--- src/rtl/latch_q_edge_counter.sv ---
// latch_q_edge_counter
// Synchronises the asynchronous latch Q output and debounces it into a clean
// level. Emits one-cycle rise/fall pulses and keeps a saturating count of
// accepted rising edges.
module latch_q_edge_counter #(
  parameter int SYNC_STAGES = 2,
  parameter int DEB_CYCLES  = 4,
  parameter int CNT_W       = 8
) (
  input  logic             clk,
  input  logic             rst,
  input  logic             q_in,
  input  logic             clr,
  output logic             level,
  output logic             rise,
  output logic             fall,
  output logic [CNT_W-1:0] count,
  output logic             sat
);

  localparam int TW = $clog2(DEB_CYCLES) + 1;
  localparam logic [TW-1:0]    T_LAST  = TW'(DEB_CYCLES - 1);
  localparam logic [TW-1:0]    T_ONE   = TW'(1);
  localparam logic [TW-1:0]    T_ZERO  = '0;
  localparam logic [CNT_W-1:0] CNT_MAX = '1;
  localparam logic [CNT_W-1:0] CNT_ONE = CNT_W'(1);

  typedef enum logic [1:0] {
    ST_LO  = 2'd0,
    CHK_HI = 2'd1,
    ST_HI  = 2'd2,
    CHK_LO = 2'd3
  } state_t;

  logic [SYNC_STAGES-1:0] sync_reg;
  logic                   s;

  state_t           state_reg,  state_next;
  logic [TW-1:0]    timer_reg,  timer_next;
  logic             level_reg,  level_next;
  logic             rise_reg,   rise_next;
  logic             fall_reg,   fall_next;
  logic [CNT_W-1:0] count_reg,  count_next;
  logic             sat_reg,    sat_next;

  // Shift chain that brings q_in into the clk domain; s is the last stage.
  always_ff @(posedge clk or posedge rst) begin
    if (rst) begin
      sync_reg <= '0;
    end else begin
      sync_reg <= {sync_reg[SYNC_STAGES-2:0], q_in};
    end
  end

  assign s = sync_reg[SYNC_STAGES-1];

  // State register for the debounce FSM, its timer and all registered outputs.
  always_ff @(posedge clk or posedge rst) begin
    if (rst) begin
      state_reg <= ST_LO;
      timer_reg <= '0;
      level_reg <= 1'b0;
      rise_reg  <= 1'b0;
      fall_reg  <= 1'b0;
      count_reg <= '0;
      sat_reg   <= 1'b0;
    end else begin
      state_reg <= state_next;
      timer_reg <= timer_next;
      level_reg <= level_next;
      rise_reg  <= rise_next;
      fall_reg  <= fall_next;
      count_reg <= count_next;
      sat_reg   <= sat_next;
    end
  end

  // Debounce: a change is accepted only after DEB_CYCLES equal samples; any
  // reversion during the check window drops back silently.
  always_comb begin
    state_next = state_reg;
    timer_next = timer_reg;
    level_next = level_reg;
    rise_next  = 1'b0;
    fall_next  = 1'b0;
    case (state_reg)
      ST_LO: begin
        if (s) begin
          state_next = CHK_HI;
          timer_next = T_ONE;
        end
      end
      CHK_HI: begin
        if (!s) begin
          state_next = ST_LO;
          timer_next = T_ZERO;
        end else if (timer_reg == T_LAST) begin
          state_next = ST_HI;
          timer_next = T_ZERO;
          level_next = 1'b1;
          rise_next  = 1'b1;
        end else begin
          timer_next = timer_reg + T_ONE;
        end
      end
      ST_HI: begin
        if (!s) begin
          state_next = CHK_LO;
          timer_next = T_ONE;
        end
      end
      CHK_LO: begin
        if (s) begin
          state_next = ST_HI;
          timer_next = T_ZERO;
        end else if (timer_reg == T_LAST) begin
          state_next = ST_LO;
          timer_next = T_ZERO;
          level_next = 1'b0;
          fall_next  = 1'b1;
        end else begin
          timer_next = timer_reg + T_ONE;
        end
      end
      default: begin
        state_next = ST_LO;
        timer_next = T_ZERO;
        level_next = 1'b0;
      end
    endcase
  end

  // Saturating rise counter; a clear coinciding with a rise still counts it.
  always_comb begin
    count_next = count_reg;
    if (clr) begin
      count_next = rise_next ? CNT_ONE : '0;
    end else if (rise_next && (count_reg != CNT_MAX)) begin
      count_next = count_reg + CNT_ONE;
    end
    sat_next = (count_next == CNT_MAX);
  end

  assign level = level_reg;
  assign rise  = rise_reg;
  assign fall  = fall_reg;
  assign count = count_reg;
  assign sat   = sat_reg;

endmodule

--- config.mk ---
export PLATFORM = sky130hd
export DESIGN_NAME = latch_q_edge_counter
export DESIGN_NICKNAME = d
export VERILOG_FILES = /design/src/rtl/latch_q_edge_counter.sv
export SDC_FILE = /design/constraint.sdc
export NUM_CORES = 1
export LEC_CHECK = 0
export CAP_MARGIN = 30
export CORE_UTILIZATION = 55
export CTS_BUF_LIST = sky130_fd_sc_hd__clkbuf_4 sky130_fd_sc_hd__clkbuf_8
export CTS_CLUSTER_DIAMETER = 40
export DETAILED_ROUTE_END_ITERATION = 7
export DONT_BUFFER_PORTS = 1
export PLACE_DENSITY = 0.7
export SYNTH_ARGS = -nofsm -noshare
export SYNTH_HDL_FRONTEND = slang
export SYNTH_SLANG_ARGS = --single-unit
--- constraint.sdc ---
create_clock -name clk -period 3.06 [get_ports clk]
set_clock_uncertainty 0.05 [all_clocks]
set_input_delay 0.612 -clock clk [delete_from_list [all_inputs] [get_ports clk]]
set_output_delay 0.612 -clock clk [all_outputs]
set_load 0.03 [all_outputs]
==> results.txt, run 1 <==
The tools report the net count reported at finish as 103. Kind of end point of the critical path: a flip-flop. The number of levels the H-tree was split into was 1; the area added between synthesis and finish was 3.684%.

The count of buffers inserted at the top-level ports came out at 0. The horizontal extent of the die came out at 43.58 um. In this run, synthesis inferred 0 flip-flops with an integrated enable. The instance count of the mapped netlist is 94, and the wire length of the first global-routing pass is 3111 um. The commonest cells after synthesis are dfrtp_1, nand2_1, nor2_1, o21ai_0, nand2b_1.

The maximum fanout along the worst path came out at 7. In this run the critical register-to-register path is captured at sat$_DFF_PP0_. First-pass iteration count of the detailed router: 6. Once the clock tree was built, the resizer swapped 0 gates to a different size. The Yosys step of the flow raised 0 warnings. Counting I/O delays and the setup requirement, the final critical path takes 2.038 ns. The number of buffer and inverter instances along the worst setup path is 0. In the final timing run, aggregate negative setup slack is 0 ns. For the total track usage, the log shows 0.2228. The maximum root-to-sink buffer count came out at 2. Primary flip-flop cell chosen by synthesis mapping: dfrtp_1. At the end of routability-driven placement, the weighted congestion stood at 0.8636. In the routed design, unresolved DRC markers number 6. For this run, the slowest stage of the critical path takes 0.62 ns. At the pin with the least slew margin, the transition time is 0.7089 ns.

The die covers 1899 um^2. The register with the most flip-flops in the layout has 8 of them. The die is 43.58 um tall. The total clock buffers created by CTS was 3; the number of distinct standard cells referenced by the synthesized netlist was 33.

0 antenna diodes ended up in the layout. The tightest min-delay check is of the primary input to async pin type. The static power due to leakage came out at 0.4195 nW. The run gives 14 as the placement row count. For this design the top-level I/O count stands at 16. The initial cell density of the core is 0.6100, and the final-report setup violation count is 0.

The portion of the post-synthesis area used by sequential elements came out at 0.5000. The tools report the worst reg2reg path startpoint as count[0]$_DFF_PP0_. The run gives 0.5269 as the worst slew slack as a fraction of its limit.

The number of clock sinks is 19. The number of cells on the worst reg-to-reg path is 6. Largest area contributor in the netlist: dfrtp_1.

The final reports fail on DRC. Once detailed placement completed, the half-perimeter wirelength came to 1272 um. Dividing the detail-routed via count by the number of cells gives 6.348. Counting every net in the synthesized netlist gives 100. Power per cell area: 587.4 nW/um^2. The detailed-route wire length per cell was 15.66 um; the highest clock frequency the design can meet was 490.8 MHz. Count of maximum capacitance violations: 0. The most frequent cell after synthesis was dfrtp_1.

Async set-reset flop share out of synthesis: 1.000. The synthesized area was 950.9 um^2; the area of the core was 1559 um^2. The tree is rooted in a clkbuf_4. Violation count after the first detailed-route iteration: 25. The synthesized design contains 19 register bits. The total count of max-transition violations in the final report was 0.

The tools report the total overflow reported by the global router as 0. The count of nets left with antenna violations after detail routing was 0; the via total after detailed routing was 711. The flow ran to the end, but the final reports show violations. The path type of the worst setup path is flip-flop to flip-flop. The clock-pin slew of the registers on the worst-case setup and hold paths is 0.11 ns, and the layout cell share with drive strength beyond 1 is 0.09375.

The insertion delay to the later sink of the worst-skew pair is 0.29 ns, and the mean area per synthesized cell is 10.12 um^2. The tools report the number of hold-slack violations in the final timing report as 0. Traced cell by cell, the critical path runs through ha_1 -> nand2_1 -> nor3_2 -> mux2i_1 -> a21oi_1 -> nor4_2.

Family of cells with the greatest summed delay on the critical path: simple AND/OR/NAND/NOR gates. Data on the critical path arrives at its endpoint at 2.20 ns. The share of the synthesized area in the top cell type is 0.5000. After clock tree synthesis, the setup repair step added 0 buffers. Slowest library cell on the worst path: dfrtp_1.

The worst setup path is launched from a flip-flop. For this design, the CTS-stage hold fixing added 0 buffers. The fraction of the cycle the final worst path needs came out at 0.6659.

The run gives 1754 um as the sum of routed wire length over all layers. Setup repair after global routing left no endpoint under its margin. The run gives 0.6324 as the core occupancy in the finished layout. TritonCTS built the clock tree. The run gives 0.0005509 V as the maximum ir drop on the vdd rail.

Data on the critical path is required at its endpoint by 3.22 ns. Entering global routing, the biggest net connects 20 pins. Ranked by total cell area, the synthesized netlist is headed by dfrtp_1, nand2_1, o21ai_0, nor2_1, nand2b_1. The via count of the first global-routing pass was 733; the register-to-register setup slack was 1.02 ns.

The number of antenna violations at the first check in global routing came out at 0.
-- per-layer routing --
metal | wire length (um) | vias up | GRT usage
li1 | - | 339 | -
met1 | 833 | 334 | 0.3027
met2 | 782 | 34 | 0.3284
met3 | 116 | 4 | 0.07917
met4 | 22 | 0 | 0.08125
met5 | 0 | - | 0
-- worst register-to-register path: cells and delay by family (launching register included) --
family	cells	cell delay, ns
AOI/OAI and AO/OA	1	0.10
adders and majority gates	1	0.25
DFF	1	0.62
muxes	1	0.22
and+or+nand+nor	3	0.71
-- power breakdown --
group / switching, mW / total [mW] / internal, mW
Clock: 0.0751 / 0.135 / 0.0596
Combinational: 0.0604 / 0.104 / 0.0435
Sequential: 0.0536 / 0.341 / 0.287
Total: 0.189 / 0.579 / 0.390
-- worst max-delay path by stage --
stage	from	endpoint	slack [ns]	cells after the start
2_1_floorplan	count[0]$_DFF_PP0_	sat$_DFF_PP0_	1.25	6
3_3_place_gp	count[0]$_DFF_PP0_	sat$_DFF_PP0_	1.09	6
3_5_place_dp	count[0]$_DFF_PP0_	sat$_DFF_PP0_	1.04	6
4_1_cts	count[0]$_DFF_PP0_	sat$_DFF_PP0_	1.02	6
5_1_grt	count[0]$_DFF_PP0_	sat$_DFF_PP0_	0.82	6
6_report	count[0]$_DFF_PP0_	sat$_DFF_PP0_	1.02	6
-- area by class of cell --
class                           count  area (um^2)
Sequential cell                    19        475.5
Inverter                            3        11.26
Tap cell                           16        20.02
Multi-Input combinational cell     70        449.2
Clock buffer                        4        30.03
Fill cell                         117        573.1
-- layout by cell type (no fill, tap or decap), types with 3 or more instances in the layout --
cell / n
a21oi_1: 4
o21ai_0: 7
dfrtp_1: 19
inv_1: 3
nand2b_1: 5
nand2_1: 13
clkbuf_4: 4
nor2_1: 9
-- metrics by stage --
| stage | cell area (um^2) | hold slack (ns) | power, mW | std cells | worst slack (ns) |
|---|---|---|---|---|---|
| floorplan | 950.9 | 0.2812 | 0.4307 | 94 | 1.254 |
| global placement | 955.9 | 0.2820 | 0.4442 | 108 | 1.087 |
| detailed placement | 955.9 | 0.2951 | 0.4503 | 108 | 1.038 |
| CTS | 985.9 | 0.2736 | 0.5840 | 112 | 1.016 |
| global route | 985.9 | 0.2609 | 0.6129 | 112 | 0.8221 |
| finish | 985.9 | 0.2585 | 0.5791 | 112 | 1.022 |
-- cell families after synthesis --
logic type      Yosys count  synth area share
simple gates             47            0.2934
flops                    19            0.5000
compound gates           18            0.1237
buf+inv                   5           0.02763
xor+xnor                  2           0.01842
fa+ha+maj                 2           0.02631
mux                       1           0.01053
(Power assumes the default switching activity.)
==> inputs of run 2 (changes only) <==
--- a/config.mk
+++ b/config.mk
@@ -11,7 +11,7 @@
 export CTS_CLUSTER_DIAMETER = 40
 export DETAILED_ROUTE_END_ITERATION = 7
 export DONT_BUFFER_PORTS = 1
-export PLACE_DENSITY = 0.7
+export PLACE_DENSITY = 0.73
 export SYNTH_ARGS = -nofsm -noshare
 export SYNTH_HDL_FRONTEND = slang
 export SYNTH_SLANG_ARGS = --single-unit
==> constraint.sdc (replaced) <==
create_clock -name clk -period 1.6 [get_ports clk]
set_clock_uncertainty 0.05 [all_clocks]
set_input_delay 0.32 -clock clk [delete_from_list [all_inputs] [get_ports clk]]
set_output_delay 0.32 -clock clk [all_outputs]
set_load 0.03 [all_outputs]
==> results.txt, run 2 (synthesized netlist as in run 1, its figures left out) <==
The horizontal extent of the die is 43.58 um (unchanged), and the number of levels the H-tree was split into is 1 (unchanged). The total overflow reported by the global router was 0 (unchanged); the total clock buffers created by CTS was 3 (unchanged). Worst setup slack before clock tree synthesis: -0.1042 ns (-1.142 ns). The placement row count is 14 (unchanged). Setup repair after global routing could not meet its margin everywhere.

The longest individual stage delay on the worst path is 0.37 ns (-0.25 ns), and the half-perimeter wire length of the detailed placement result is 1437 um (+13%). The total inserted antenna cells is 0 (unchanged). The net count reported at finish is 121 (+17%). For the violation count after the first detailed-route iteration, the log shows 17 (-32%). The maximum ir drop on the vdd rail was 0.0009249 V (+68%). The die area is 1899 um^2 (unchanged), and the count of nets left with antenna violations after detail routing is 0 (unchanged). For the via count of the first global-routing pass, the log shows 742 (+1.2%).

The register-to-register setup slack is -0.03 ns (-1.05 ns), and the post-route minimum period is 1.629 ns (-0.4090 ns). The number of hold-slack violations in the final timing report came out at 0 (unchanged). The area growth from synthesis to layout is 25.53%.

The sum of routed wire length over all layers was 1898 um (+8.2%); the maximum fanout along the worst path was 7 (unchanged). The maximum number of pins on one net before global-route repair was 13 (-35%). The count of buffers inserted at the top-level ports works out to 0 (unchanged). Traced cell by cell, the critical path runs through ha_2 -> and3b_2 -> nand3_4 -> nor3_2 -> xnor2_1 -> nor4_2. The number of cells on the worst reg-to-reg path is 6 (unchanged). TritonCTS built the clock tree. Kind of end point of the critical path: a flip-flop.

The flow ran to the end, but the final reports show violations. The detailed-route wire length per cell was 14.60 um (-6.8%). The count of pins on the block boundary came out at 16 (unchanged). The type of the most critical hold path was primary input to flip-flop.

Via total after detailed routing: 747 (+5.1%). Sort of element at the start of the critical path: a flip-flop. Power per cell area: 978.5 nW/um^2 (+67%). For the final-report setup violation count, the log shows 1 (+1).

The number of antenna violations at the first check in global routing is 0 (unchanged). The final reports fail on DRC, setup timing. The critical path in this run is classified as flip-flop to flip-flop.

Sum of negative setup slack: -0.02861 ns (-0.02861 ns). The count of maximum capacitance violations was 0 (unchanged). Area of the core: 1559 um^2 (unchanged). The origin of the worst setup path was timer_reg[0]$_DFFE_PP0P_.

The library cells used most frequently in the layout, excluding fill and tap cells, are buf_4, dfrtp_1, nand2_1, nor2_1, o21ai_0. The maximum root-to-sink buffer count came out at 2 (unchanged). Total count of max-transition violations in the final report: 0 (unchanged). The number of clock sinks is 19 (unchanged). The endpoint with the worst hold slack was count[3]$_DFF_PP0_.

For the endpoint arrival time on the critical path, the log shows 1.79 ns (-0.41 ns). Data required time of the critical path: 1.76 ns (-1.46 ns). The worst reg2reg path startpoint was timer_reg[0]$_DFFE_PP0P_. The most common library cell in the layout ignoring fill and taps was buf_4. The tree is rooted in a clkbuf_4. The worst slew slack as a fraction of its limit is 0.7259 (+0.1990), and the count of unresolved DRC violations after routing is 2 (-4). The logs give 0.5158 nW (+23%) for the static power due to leakage and 3139 um (+0.90%) for the wire length of the first global-routing pass. The transition time at the pin with the least slew margin works out to 0.4107 ns (-0.2982 ns). The run gives 0.6100 (unchanged) as the initial cell density of the core. The global placement routability congestion was 0.7873 (-8.8%); the power consumption was 1.168 mW (+100%). The flip-flop count of the largest register after layout is 8 (unchanged), and the number of standard cells in the layout, taps in and fillers out is 130 (+16%).

Per-cell via count in the routed design: 5.746 (-9.5%). The total track usage was 0.2246 (+0.001773). The tools report the first-pass iteration count of the detailed router as 6 (unchanged).

The fraction of the cycle the final worst path needs works out to 1.018 (+0.3520). In this run the most critical hold path is launched from clr. The clock-pin slew of the registers on the worst-case setup and hold paths was 0.12 ns (about the same); the cell count of the worst hold path was 1. For the insertion delay to the later sink of the worst-skew pair, the log shows 0.30 ns (about the same). The endpoint identified for the worst register-to-register timing path is sat$_DFF_PP0_. The floorplan die height is 43.58 um (unchanged), and the worst setup margin is -0.02861 ns (-1.051 ns). Among all stages on the critical path, the largest delay is contributed by dfrtp_1. The layout cell share with drive strength beyond 1 was 0.3421 (+0.2484); the highest clock frequency the design can meet was 614.0 MHz (+25%). For the cell count after placement, the log shows 123 (+14%).
[run 2: changes by cell type in the layout (fill, tap and decap cells not counted), sizes merged]
| cell | change |
|---|---|
| buf | +15 |
| dlygate4sd3 | +3 |
| clkbuf | -1 |
| clkinvlp | +1 |
[run 2: what timing repair did]
item	CTS	global route
hold buffers	3	0
endpoints found under the hold margin	12	0
setup endpoints to repair	3	3
setup buffers	0	0
gates resized for setup	7	2
pin swaps	6	0
[run 2: power breakdown]
part / internal (mW) / switching (mW)
Sequential: 0.549 / 0.0767
Combinational: 0.137 / 0.156
Clock: 0.0951 / 0.153
Total: 0.782 / 0.386
[run 2: final cells by class]
cell class	count	area, um^2
multi-input combinational	70	508.0
sequential	19	481.7
fill	107	365.4
timing repair buffer	18	142.6
clock buffer	3	22.52
tap	16	20.02
inverter	3	11.26
clock inverter	1	7.507
[run 2: critical path: cells and delay by family (launching register included)]
kind / cells / cell delay (ns)
simple gates: 4 / 0.79
flops: 1 / 0.37
xor+xnor: 1 / 0.13
fa+ha+maj: 1 / 0.20
[run 2: worst max path at each step]
| stage | to | slack [ns] |
|---|---|---|
| after floorplan | sat$_DFF_PP0_ | -0.03 |
| after global placement | sat$_DFF_PP0_ | -0.06 |
| after detailed placement | sat$_DFF_PP0_ | -0.10 |
| after CTS | sat$_DFF_PP0_ | -0.02 |
| after global routing | sat$_DFF_PP0_ | -0.17 |
| final | sat$_DFF_PP0_ | -0.03 |
[run 2: metrics by stage]
stage | cell area, um^2 | hold slack [ns] | utilization
2_1_floorplan | 977.2 | 0.2208 | -
3_5_place_dp | 1095 | 0.1740 | 0.7022
6_report | 1194 | 0.02327 | 0.7657
3_3_place_gp | 1095 | 0.1644 | 0.7022
5_1_grt | 1194 | 0.006829 | 0.7657
4_1_cts | 1179 | 0.01058 | 0.7560
[run 2: layer usage]
layer / wire (um) / vias up / track usage / part of all wire
li1: - / 377 / - / -
met1: 900 / 348 / 0.3158 / 0.47
met2: 899 / 20 / 0.3552 / 0.47
met3: 87 / 2 / 0.02500 / 0.046
met4: 10 / 0 / 0.09375 / 0.0053
met5: 0 / - / 0 / 0
==> inputs of run 3 (changes only) <==
--- a/config.mk
+++ b/config.mk
@@ -5,6 +5,7 @@
 export SDC_FILE = /design/constraint.sdc
 export NUM_CORES = 1
 export LEC_CHECK = 0
+export ABC_CLOCK_PERIOD_IN_PS = 1600
 export CAP_MARGIN = 30
 export CORE_UTILIZATION = 55
 export CTS_BUF_LIST = sky130_fd_sc_hd__clkbuf_4 sky130_fd_sc_hd__clkbuf_8
==> results of run 3 <==
No change in the layout: final DEF, timing and power equal those of run 2.
